### config.mk
export PLATFORM = sky130hd
export DESIGN_NAME = seg7_display_arbiter
export DESIGN_NICKNAME = d
export VERILOG_FILES = /design/src/rtl/seg7_display_arbiter.sv
export SDC_FILE = /design/constraint.sdc
export NUM_CORES = 1
export LEC_CHECK = 0
export CORE_UTILIZATION = 42
export CTS_CLUSTER_SIZE = 30
export DETAILED_ROUTE_END_ITERATION = 8
export PLACE_DENSITY = 0.81
export SLEW_MARGIN = 20
export SYNTH_ARGS = -nofsm -noshare
export SYNTH_HDL_FRONTEND = slang
export SYNTH_SLANG_ARGS = --single-unit
export TNS_END_PERCENT = 5
### constraint.sdc
create_clock -name clk -period 2.9 [get_ports clk]
set_input_delay 0.87 -clock clk [delete_from_list [all_inputs] [get_ports clk]]
set_output_delay 0.87 -clock clk [all_outputs]
set_load 0.01 [all_outputs]
### src/rtl/seg7_display_arbiter.sv
// seg7_display_arbiter: round-robin time slicing of one seven-segment display among NREQ requesters.
module seg7_display_arbiter #(
   parameter int NREQ        = 4,
   parameter int HOLD_CYCLES = 50_000_000,
   parameter int CNT_W       = 26
) (
   input  logic              clk,
   input  logic              reset,
   input  logic [NREQ-1:0]   req,
   input  logic [32*NREQ-1:0] req_data,
   input  logic              freeze,
   output logic [NREQ-1:0]   o_grant,
   output logic              o_cs,
   output logic [31:0]       o_data,
   output logic              o_busy
);
   localparam int PW = (NREQ > 1) ? $clog2(NREQ) : 1;
   localparam logic [CNT_W-1:0] RELOAD = CNT_W'(HOLD_CYCLES - 1);
   typedef enum logic {IDLE, SHOW} state_t;
   state_t state;
   logic [CNT_W-1:0] cnt;
   logic [PW-1:0] ptr, win, idx;
   logic rearb;
   // Scan downward so the nearest requester after ptr is written last and wins.
   always_comb begin
      win = ptr;
      idx = ptr;
      for (int k = NREQ; k >= 1; k--) begin
         idx = PW'((int'(ptr) + k) % NREQ);
         if (req[idx]) win = idx;
      end
   end
   assign rearb = !req[ptr] || (cnt == '0 && !freeze);
   always_ff @(posedge clk) begin
      if (reset) begin
         state   <= IDLE;
         o_grant <= '0;
         o_cs    <= 1'b0;
         o_data  <= '0;
         o_busy  <= 1'b0;
         cnt     <= '0;
         ptr     <= PW'(NREQ - 1);
      end else if (state == IDLE) begin
         o_cs <= 1'b0;
         if (|req) begin
            state   <= SHOW;
            o_busy  <= 1'b1;
            o_grant <= NREQ'(1) << win;
            ptr     <= win;
            cnt     <= RELOAD;
         end
      end else if (rearb && !(|req)) begin
         state   <= IDLE;
         o_busy  <= 1'b0;
         o_grant <= '0;
         o_cs    <= 1'b0;
      end else begin
         o_cs   <= 1'b1;
         o_data <= req_data[{ptr, 5'd0} +: 32];
         if (rearb) begin
            o_grant <= NREQ'(1) << win;
            ptr     <= win;
            cnt     <= RELOAD;
         end else if (!freeze) begin
            cnt <= cnt - 1'b1;
         end
      end
   end
endmodule

[After elaboration in Yosys (flattened, before gate mapping)]
Index checks and enable logic that the tools add are counted.
Word-level totals
  register bits after elaboration: 67
  bits in latches: 0
  bits in writable memories: 0
  bits in read-only memories: 0
  bits of input ports: 135
  output and inout port bits: 38
  logic and storage cells: 74
  memories kept: 0
Operators by class
  add/sub/neg operators: 5
  multiply operators: 0
  divide/modulo/power cells: 0
  $lt $le $gt $ge: 5
  equal/unequal tests: 5
  shifts and indexed selects: 2
  multiplexer cells: 33
  bitwise operators: 2
  reductions and logical operators: 15
Operators with widths (number)
  $mux 26: 5
  $shiftx 128x8->32: 1
  $logic_not 26->1: 1
  $sub 26x1->26 const B: 1
  $mux 2: 8
  $mux 4: 4
  $lt 2x3->1 const B: 5
  $mux 1: 11
  $bmux 1 s2: 5
  $reduce_and 2->1: 3
  $reduce_and 3->1: 2
  $add 2x1->2 const B: 2
  $add 2x2->2 const B: 2
  $ne 2x1->1 const B: 2
  $reduce_or 4->1: 1
  $shl 1x2->4 const A: 1
  $logic_not 1->1: 3
  $ne 3x1->1 const B: 1
  $ne 3x2->1 const B: 1
  $logic_and 1x1->1: 2
  $ne 2x2->1 const B: 1
  $not 1->1: 2
  $reduce_bool 2->1: 1
  $reduce_or 2->1: 1
  $logic_or 1x1->1: 1

[Logic depth before layout (Yosys ltp)]
Gate-level depths: netlist (run 1).
  depth after elaboration: 11
  depth in mapped cells: 11
  mapped depth without buffers: 7

[Worst setup path after synthesis (run 1)]
No wires, ideal clock.
  path kind: input to register
  start point: in freeze
  end point: reg cnt[12]
  setup time: 0.067 ns
  arrival: 2.706 ns
  data required time: 2.833 ns
  slack: 0.126 ns
  stages on the path: 8
  buffers on the path: 3
  path through: or4_1 > or4_4 > buf_6 > o21a_1 > buf_6 > buf_6 > a211o_1 > a21oi_2
Between the ends
  cells in the longest elaborated chain, start to end: 6
  elaborated cells between the ends (all ways): 10
  those cells by class: eq/ne (2); mux (3); reduce/logical (5)
RTL lines
  start, declared: line 11  | input logic freeze,
  $logic_not 1->1
  $logic_and 1x1->1: line 33  | assign rearb = !req[ptr] || (cnt == '0 && !freeze);
  $logic_or 1x1->1: line 33
  $logic_and 1x1->1 / $mux 26 (equally long branches): line 52, 60
  $ne 2x2->1 (no source line) / $mux 26 (equally long branches)
  $reduce_and 3->1 (no source line) / $mux 26 (equally long branches)
  end signal, assigned: line 65  | cnt <= cnt - 1'b1;
  end, declared: line 21  | logic [CNT_W-1:0] cnt;
Several ways; a longest one is shown, not always the timed one. The select of a mux whose other input is x is not followed.
A chain may end at the register's enable or synchronous reset.

[Worst setup path in the final report (run 1)]
  start point: in freeze
  end point: reg cnt[23]
Same word-level chain as after synthesis.

==> impl_results.md, run 1 <==
* Status: completed
* DIE AREA at 9290 um2
* Hold buffer count at cts at 0
* Die height at 96.4 um
* Worst Skew at 0.00718 ns
* Setup CP Type: in2reg
* Vias at 3,974
* NumNets Final at 735
* Critical Path AT at about 3 ns
* Fin Hold WS at 0.456 ns
* Critical path cell sequence: clkdlybuf4s50_1, or4_1, or4_4, o21a_1, buf_4, and4_1, nor4_1
* EDFF count, synth at 0
* Core area at approximately 8700 um2
* H-tree depth at 3
* Hpwl dp at 9.12 mm
* DIE WIDTH at 96.4 um
* Final worst slack at 0.165 ns
* TritonCTS clock tree: done
* Main synth FF type: dfxtp_1
* Drt wl/cell at 16.4 um
* Commonest cells in the netlist: nand2_1, dfxtp_1, a21oi_1, mux4_2, nor2_1
* P_leak at approximately 2.2 nW
* Ys Warns at 0
* Syn Nets at about 550
* Synth top area share at 0.359
* FP Rows at 34
* DRT Pass-1 Iters at 6
* CP max stage delay at roughly 0.45 ns
* Seq/Total Area, Yosys at 0.359
* Data required, critical path at 3.14 ns
* Share of post-route cells with drive strength above 1 at 0.158
* Total CTS buffers at 9
* 1st-iter DRT viols at between 150 and 200
* Global placer's final weighted congestion at roughly 0.84
* Fmax at 366 MHz
* Setup crit end kind: flop
* Max-Cap Viols at 0
* Initial antenna violation count at 0
* Root Buffer: clkbuf_8
* Bufs and invs on worst path at 2
* Ant diodes at 0
* GRT overflow at 0
* CP delay by family, top: simple AND/OR/NAND/NOR gates
* Final Hold Fails at 0
* Critical path launch point type: input pin
* Setup WS pre-CTS at -0.193 ns
* Most numerous cell in the Yosys netlist: nand2_1
* Register bit total from synthesis at 67
* Final ANT Viol Nets at 0
* CTS Buffer Depth at 2
* Final WL at approximately 12 mm
* Final setup viols at 0
* Port Buffers at 172
* Hold crit path type: reg2reg
* Area contributors post-synth: dfxtp_1, mux4_2, nand2_1
* CTS Sinks at 67
* Mapped Area at 3740 um2
* Final worst path period share at 0.943
* First-pass GRT wire length at 17.1 mm
* I/O pins at 173
* Syn_area_per_cell at 9.01 um2
* Number of global-route vias before repair at 3,617
* Final instance area at just under 6000 um2
* Starting density of the core at 0.431
* Pwr Density at 482 nW/um2
* Setup bufs post-CTS at 0
* Worst skew pair latency at 0.33 ns
* Min Clock Period, post-route at 2.73 ns
* Mapped Cells at 415
* Post-cts sizing count at 0
* DRC at 0
* Total track usage at 0.241
* Number of library cell types mapped by synthesis at 45
* RSZ-0062 raised after global routing: false
* Slew @ Worst Pin at 0.640 ns
* Biggest area consumer among synthesized cells: dfxtp_1
* Critical-path top delay cell: or4_4
* Via density at between 5 and 6
* Critical-path maximum fanout at 8
* Worst rel slew slack at 0.573
* Worst-path clk slew at 0.07 ns
* Slew Viols, Final at 0
* Area after DPL at 5720 um2
* P&R area growth vs syn at 58.2%
* Worst vdd ir at 0.359 mV
* Largest net degree at the start of global routing at 41
* Asr flop ratio synth at 0
## per-stage QoR
step	instances	setup TNS, ns	power [mW]	utilization
final	711	0	2.85	0.682
after CTS	711	0	2.88	0.682
after detailed placement	696	-2.92	2.08	0.659
after global routing	711	0	3.01	0.682
after global placement	696	-1.87	2.05	0.659
after floorplan	415	0	1.63	-
## routing by layer
metal | track usage | wire, um
met1 | 0.286 | 4600
met2 | 0.434 | 6120
met3 | 0.0493 | 859
met4 | 0.0760 | 89
met5 | 0 | 0
## flip-flops by register name, summed over array words and instances (netlist names)
name,flops
state,1
o_data,32
o_busy,1
cnt,26
o_grant,4
ptr,2
o_cs,1
## placed cells by master (no fill, tap or decap), types with 2 or more instances in the layout
cell / n
clkdlybuf4s50_1: 171
xor2_1: 3
and4_1: 2
and2_1: 3
or2_2: 2
o21ai_0: 16
or4_1: 6
a21oi_1: 53
o41ai_1: 2
o2bb2ai_1: 4
inv_1: 8
mux4_2: 33
nor4_1: 6
nand2_1: 77
a31o_2: 3
mux2i_1: 4
a211oi_1: 5
buf_4: 32
nand2b_1: 6
or4_4: 2
nor2_1: 26
a31oi_1: 4
dfxtp_1: 65
nand3_1: 8
clkinvlp_4: 2
nor3_1: 12
dfxtp_2: 2
a211o_1: 6
clkbuf_8: 11
or3_1: 8
## final timing paths
check	start	endpoint	slack (ns)	depth (start not counted)
setup / recovery	freeze	cnt[23]	0.17	7
hold / removal	o_data[10]	o_data[10]	0.46	2
setup reg to reg	cnt[0]	cnt[23]	0.28	8
hold reg to reg	o_data[10]	o_data[10]	0.46	2
## power breakdown
part	internal (mW)	switching, mW	total [mW]
Sequential	1.01	0.0719	1.09
Combinational	0.572	0.398	0.970
Clock	0.438	0.355	0.793
## area by class of cell
| cell class | instances | area (um2) |
|---|---|---|
| Timing Repair Buffer | 205 | 1980 |
| Clock inverter | 4 | 50.0 |
| Clock buffer | 11 | 151 |
| Inverter | 8 | 30.0 |
| Sequential cell | 67 | 1340 |
| Fill cell | 717 | 2760 |
| Multi-Input combinational cell | 308 | 2230 |
| Tap cell | 108 | 135 |
## kinds of logic (layout without fill, tap and decap cells)
logic type | count (synthesis) | in the layout | synth area share
buffers and inverters | 40 | 228 | 0.0468
multiplexers | 38 | 38 | 0.212
adder cells (fa/ha/maj) | 1 | 1 | 0.00334
AO/OA/AOI/OAI | 103 | 103 | 0.167
AND/OR/NAND/NOR | 163 | 163 | 0.205
XOR/XNOR | 3 | 3 | 0.00702
flip-flops | 67 | 67 | 0.359
## worst reg2reg max path, cell delays in order, from the launching register on
cell and delay, ns:
dfxtp_1 0.34, inv_1 0.09, ha_1 0.17, or4b_1 0.58, or4_4 0.54, o21a_1 0.24, buf_4 0.17, and4_1 0.17
nor4_1 0.22
No activity file was read; power rests on OpenSTA's default activity.
==> run 2, diff against run 1 <==
--- a/config.mk
+++ b/config.mk
@@ -5,10 +5,12 @@
 export SDC_FILE = /design/constraint.sdc
 export NUM_CORES = 1
 export LEC_CHECK = 0
-export CORE_UTILIZATION = 42
+export CELL_PAD_IN_SITES_DETAIL_PLACEMENT = 1
+export CELL_PAD_IN_SITES_GLOBAL_PLACEMENT = 2
+export CORE_UTILIZATION = 23
 export CTS_CLUSTER_SIZE = 30
 export DETAILED_ROUTE_END_ITERATION = 8
-export PLACE_DENSITY = 0.81
+export PLACE_DENSITY_LB_ADDON = 0.1
 export SLEW_MARGIN = 20
 export SYNTH_ARGS = -nofsm -noshare
 export SYNTH_HDL_FRONTEND = slang
==> constraint.sdc (replaced) <==
create_clock -name clk -period 2.8 [get_ports clk]
set_input_delay 0.84 -clock clk [delete_from_list [all_inputs] [get_ports clk]]
set_output_delay 0.84 -clock clk [all_outputs]
set_load 0.01 [all_outputs]
==> run 2 against run 1 <==
  * Via count down 0.23%
  * Routed wire length is 27% higher
  * Global-route usage shrank 6.4 points
==> impl_results.md, run 2 (synthesis gave the netlist of run 1 again) <==
* Final worst path period share at 0.983
* Hpwl dp at 11.4 mm
* Final WL at around 15 mm
* Max-Cap Viols at 0
* Slew Viols, Final at 0
* Final worst slack at 0.0466 ns
* Slew @ Worst Pin at ~0.58 ns
* Hold buffer count at cts at 0
* GR met3 Demand/Resource at 0.0380
* Final Hold Fails at 0
* H-tree depth at 3
* Critical-path top delay cell: or4_4
* FP Rows at 46
* Post-cts sizing count at 0
* Comb pwr share at 0.327
* NetSw at 944 uW
* Ant diodes at 0
* Hold crit path type: reg2reg
* Worst vdd ir at ~0.20 mV
* Worst Skew at a little under 0.008 ns
* CTS Sinks at 67
* CP max stage delay at about 0.48 ns
* Core area at 15,900 um2
* Critical path launch point type: input pin
* Top flop regs: o_data (32), cnt (26), o_grant (4)
* Setup crit end kind: flop
* Setup bufs post-CTS at 0
* Vias at around 4,000
* Fmax at ~360 MHz
* DIE WIDTH at 130 um
* Min Clock Period, post-route at approximately 2.8 ns
* Number of global-route vias before repair at roughly 4,100
* DIE AREA at 16,800 um2
* Data required, critical path at slightly above 3 ns
* I/O pins at 173
* Critical-path maximum fanout at 4
* Fill cells at roughly 1,800
* Share of post-route cells with drive strength above 1 at 0.165
* Setup CP Type: in2reg
* Final Util at 0.390
* DRC at 0
* Switching part of the total at 0.290
* Most common cell after layout, fill and taps aside: clkdlybuf4s50_1
* Pwr Density at 525 nW/um2
* Total CTS buffers at 9
* DRT Pass-1 Iters at 4
* TritonCTS clock tree: done
* Worst rel slew slack at 0.613
* Final ANT Viol Nets at 0
* CP delay by family, top: simple AND/OR/NAND/NOR gates
* RSZ-0062 raised after global routing: false
* Port Buffers at 172
* Final setup viols at 0
* Setup WS pre-CTS at -0.355 ns
* Clock power frac at 0.326
* Part of the power in registers at 0.346
* NumNets Final at 737
* Via density at 4.82
* P&R area growth vs syn at 65.6%
* Root Buffer: clkbuf_16
* Global placer's final weighted congestion at 0.760
* GRT overflow at 0
* Global Route met1 Usage at 0.215
* Worst skew pair latency at 0.34 ns
* Total track usage at 0.177
* Placed insts at around 810
* Die height at around 130 um
* Max reg flops at 32
* Fin cells at between 800 and 900
* Critical Path AT at 3.02 ns
* Register name with the most flops: o_data
* First-pass GRT wire length at 22.5 mm
* Internal power at 2.31 mW
* Bufs and invs on worst path at 1
* Met2 usage at 0.310
* Starting density of the core at 0.236
* Busiest layer in global routing: met2
* Most frequent cells in the layout: clkdlybuf4s50_1, nand2_1, dfxtp_1, a21oi_1, mux4_2
* Status: completed
* Drt wl/cell at about 18 um
* P_leak at between 2 and 2.5 nW
* 1st-iter DRT viols at 113
* Most used cell, CP: or4_4
* Worst-path clk slew at 0.05 ns
* CTS Buffer Depth at 2
* Initial antenna violation count at 0
* Largest net degree at the start of global routing at 41
* Critical path cell sequence: clkdlybuf4s50_1, or4_4, or4_4, o21a_4, or4_4, o2bb2ai_2
## run 2: path summary, 6_finish.rpt
kind,from,end,slack (ns),depth (start not counted)
max,freeze,o_grant[1],0.05,6
min reg2reg,o_data[3],o_data[3],0.45,2
max reg2reg,cnt[0],o_grant[1],0.32,7
min,o_data[3],o_data[3],0.45,2
## run 2: per-stage QoR
stage	TNS, ns	instance area, um2	hold WS [ns]	power, mW
after CTS	0	6170	0.456	3.30
after global routing	0	6190	0.473	3.45
final	0	6190	0.452	3.25
after global placement	-6.61	5890	0.443	2.20
after floorplan	0	3740	0.450	1.69
after detailed placement	-8.31	5890	0.449	2.22
## run 2: area by class of cell
class / count / area [um2] / share of cell area
timing repair buffer: 207 / 2020 / 0.326
clock buffer: 14 / 264 / 0.0426
inverter: 8 / 30.0 / 0.00485
clock inverter: 2 / 10.0 / 0.00162
multi-input combinational: 308 / 2260 / 0.365
tap: 216 / 270 / 0.0436
sequential: 67 / 1340 / 0.217
## run 2: worst min-delay path: stages, from the launching register on
cell	delay, ns
dfxtp_1	0.30
nand2_1	0.05
a21oi_1	0.05
## run 2: power by group through the flow
stage          clock network (mW)  registers (mW)  logic, mW
2_1_floorplan                   0            1.16      0.533
3_3_place_gp                    0            1.14       1.06
3_5_place_dp                    0            1.15       1.07
4_1_cts                      1.10            1.13       1.08
5_1_grt                      1.15            1.14       1.16
6_report                     1.06            1.13       1.06
## run 2: metal layers
layer / part of all wire / vias up
li1: - / 1906
met1: 0.44 / 1940
met2: 0.48 / 106
met3: 0.061 / 13
met4: 0.013 / 0
met5: 0 / -
==> run 3, diff against run 2 <==
--- a/config.mk
+++ b/config.mk
@@ -5,9 +5,10 @@
 export SDC_FILE = /design/constraint.sdc
 export NUM_CORES = 1
 export LEC_CHECK = 0
+export ABC_AREA = 1
 export CELL_PAD_IN_SITES_DETAIL_PLACEMENT = 1
 export CELL_PAD_IN_SITES_GLOBAL_PLACEMENT = 2
-export CORE_UTILIZATION = 23
+export CORE_UTILIZATION = 22
 export CTS_CLUSTER_SIZE = 30
 export DETAILED_ROUTE_END_ITERATION = 8
 export PLACE_DENSITY_LB_ADDON = 0.1
==> run 3 against run 2 <==
  * Setup slack improved by 0.34 ns
  * Utilization decreased by 4.6 points
  * Flip-flop and latch count unchanged
  * Cell count increased by 40%
  * Highest routed layer unchanged
==> impl_results.md, run 3 <==
* Final ANT Viol Nets at 0
* Biggest area consumer among synthesized cells: dfxtp_1
* Ys Warns at 0
* Final Util at 0.344
* Setup CP Type: in2reg
* Main synth FF type: dfxtp_1
* Top flop regs: o_data (32), cnt (26), o_grant (4)
* Starting density of the core at 0.224
* Commonest cells in the netlist: nor2_1, nand2_1, o21ai_0, dfxtp_1, inv_1
* DRT Pass-1 Iters at 4
* Number of library cell types mapped by synthesis at 29
* Setup crit end kind: flop
* Die height at 143 um
* Total CTS buffers at 9
* Post-cts sizing count at 0
* Register name with the most flops: o_data
* Asr flop ratio synth at 0
* Mapped Cells at 723
* Largest net degree at the start of global routing at 65
* Worst skew pair latency at between 0.3 and 0.4 ns
* Critical-path maximum fanout at 26
* Share of post-route cells with drive strength above 1 at 0.0791
* Core area at a little under 20,000 um2
* Hpwl dp at 14.1 mm
* Fmax at 414 MHz
* Most numerous cell in the Yosys netlist: nor2_1
* Syn_area_per_cell at 6.04 um2
* Slew @ Worst Pin at just under 0.7 ns
* Worst vdd ir at 0.284 mV
* Final worst path period share at 0.863
* CP max stage delay at 0.55 ns
* Root Buffer: clkbuf_16
* RSZ-0062 raised after global routing: false
* Critical path launch point type: input pin
* DIE WIDTH at 143 um
* Power, Total at ~5.2 mW
* Critical-path top delay cell: clkdlybuf4s50_1
* Slew Viols, Final at 0
* Worst Skew at 0.00636 ns
* Fin Hold WS at 0.469 ns
* FP Rows at 51
* Setup TNS at 0 ns
* Area contributors post-synth: dfxtp_1, nor2_1, o21ai_0
* Hold buffer count at cts at 0
* Critical path cell sequence: clkdlybuf4s50_1, inv_1, o21ai_0, nand2_1, o21ai_2, nand3_2, nand3_4, buf_12, nand2_1, o21ai_0, nor2_1
* Global placer's final weighted congestion at just under 0.8
* Synth top area share at 0.307
* Drt wl/cell at 16.3 um
* Final setup viols at 0
* I/O pins at between 150 and 200
* P_leak at 2.66 nW
* Hold crit path type: reg2reg
* Worst rel slew slack at 0.544
* Most common cell after layout, fill and taps aside: nor2_1
* CTS Sinks at 67
* Register bit total from synthesis at 67
* Vias at ~5,400
* Via density at between 4 and 5
* Initial antenna violation count at 0
* Data required, critical path at between 3 and 4 ns
* EDFF count, synth at 0
* Critical Path AT at around 2.6 ns
* DRC at 0
* Worst-path clk slew at roughly 0.060 ns
* Pwr Density at 778 nW/um2
* Syn Nets at between 800 and 900
* Ant diodes at 0
* Max reg flops at 32
* GRT overflow at 0
* CTS Buffer Depth at 2
* Seq/Total Area, Yosys at 0.307
* Max-Cap Viols at 0
* Status: completed
* Total track usage at 0.193
* DIE AREA at 20,400 um2
* Most frequent cells in the layout: nor2_1, clkdlybuf4s50_1, nand2_1, o21ai_0, dfxtp_1
* 1st-iter DRT viols at 170
* Number of global-route vias before repair at 5,759
* First-pass GRT wire length at 30.2 mm
* Mapped Area at 4360 um2
* NumNets Final at 1,016
* Min Clock Period, post-route at approximately 2.4 ns
* H-tree depth at 3
* P&R area growth vs syn at 53.2%
* Setup bufs post-CTS at 0
* Final WL at around 19 mm
* Port Buffers at 172
* Final Hold Fails at 0
* TritonCTS clock tree: done
run 3: changes by cell type in the layout (fill, tap and decap cells not counted), sizes merged, moves of 8 or more:
cell,before,now
nand2,77,145
buf,36,18
nor2,26,186
or3,8,0
a21oi,54,25
inv,8,43
o21ai,17,109
mux4,33,0
nor3,12,2
a31oi,4,33
nand4,1,25
nand3,8,29
or4,8,0
run 3: cells by family (layout without fill, tap and decap cells):
kind of cell             count (synthesis)  after routing  synth area share
AO/OA/AOI/OAI                          168            168             0.213
adder cells (fa/ha/maj)                  1              1           0.00287
flip-flops                              67             67             0.307
XOR/XNOR                                 4              4           0.00803
buffers and inverters                   87            249            0.0837
AND/OR/NAND/NOR                        396            396             0.385
run 3: area by class of cell:
cell class / instances / area [um2]
Clock buffer: 15 / 288
Clock inverter: 1 / 5.00
Fill cell: 2430 / 12800
Inverter: 43 / 161
Multi-Input combinational cell: 569 / 2670
Sequential cell: 67 / 1340
Tap cell: 265 / 332
Timing Repair Buffer: 190 / 1890
run 3: through the flow:
stage	setup slack, ns	cells	instance area, um2
3_5_place_dp	0.0126	1134	6390
2_1_floorplan	0.803	723	4360
3_3_place_gp	0.108	1134	6390
6_report	0.383	1150	6690
4_1_cts	0.376	1150	6690
5_1_grt	0.204	1150	6690
run 3: final timing paths:
check        startpoint          to  slack [ns]  cells past startpoint
max              req[0]      cnt[0]        0.38                     11
min          o_grant[2]  o_grant[2]        0.47                      2
max reg2reg      ptr[0]      cnt[0]        0.71                     11
min reg2reg  o_grant[2]  o_grant[2]        0.47                      2
run 3: power breakdown:
| group | internal (mW) | total (mW) | switching [mW] |
|---|---|---|---|
| clock | 0.697 | 1.15 | 0.452 |
| sequential | 1.14 | 1.31 | 0.167 |
| combinational | 1.09 | 2.75 | 1.66 |
run 3: worst max-delay path, delay by kind of cell:
family	cells	cell delay, ns
buffers and inverters	3	0.81
AND/OR/NAND/NOR	5	0.51
AO/OA/AOI/OAI	3	0.46
run 3: metal layers:
layer / up-vias / track usage / wire, um / share of wire
met4: 0 / 0.0696 / 423 / 0.023
li1: 2694 / - / - / -
met1: 2529 / 0.211 / 7950 / 0.42
met5: - / 0 / 0 / 0
met2: 120 / 0.347 / 9210 / 0.49
met3: 23 / 0.0610 / 1210 / 0.064
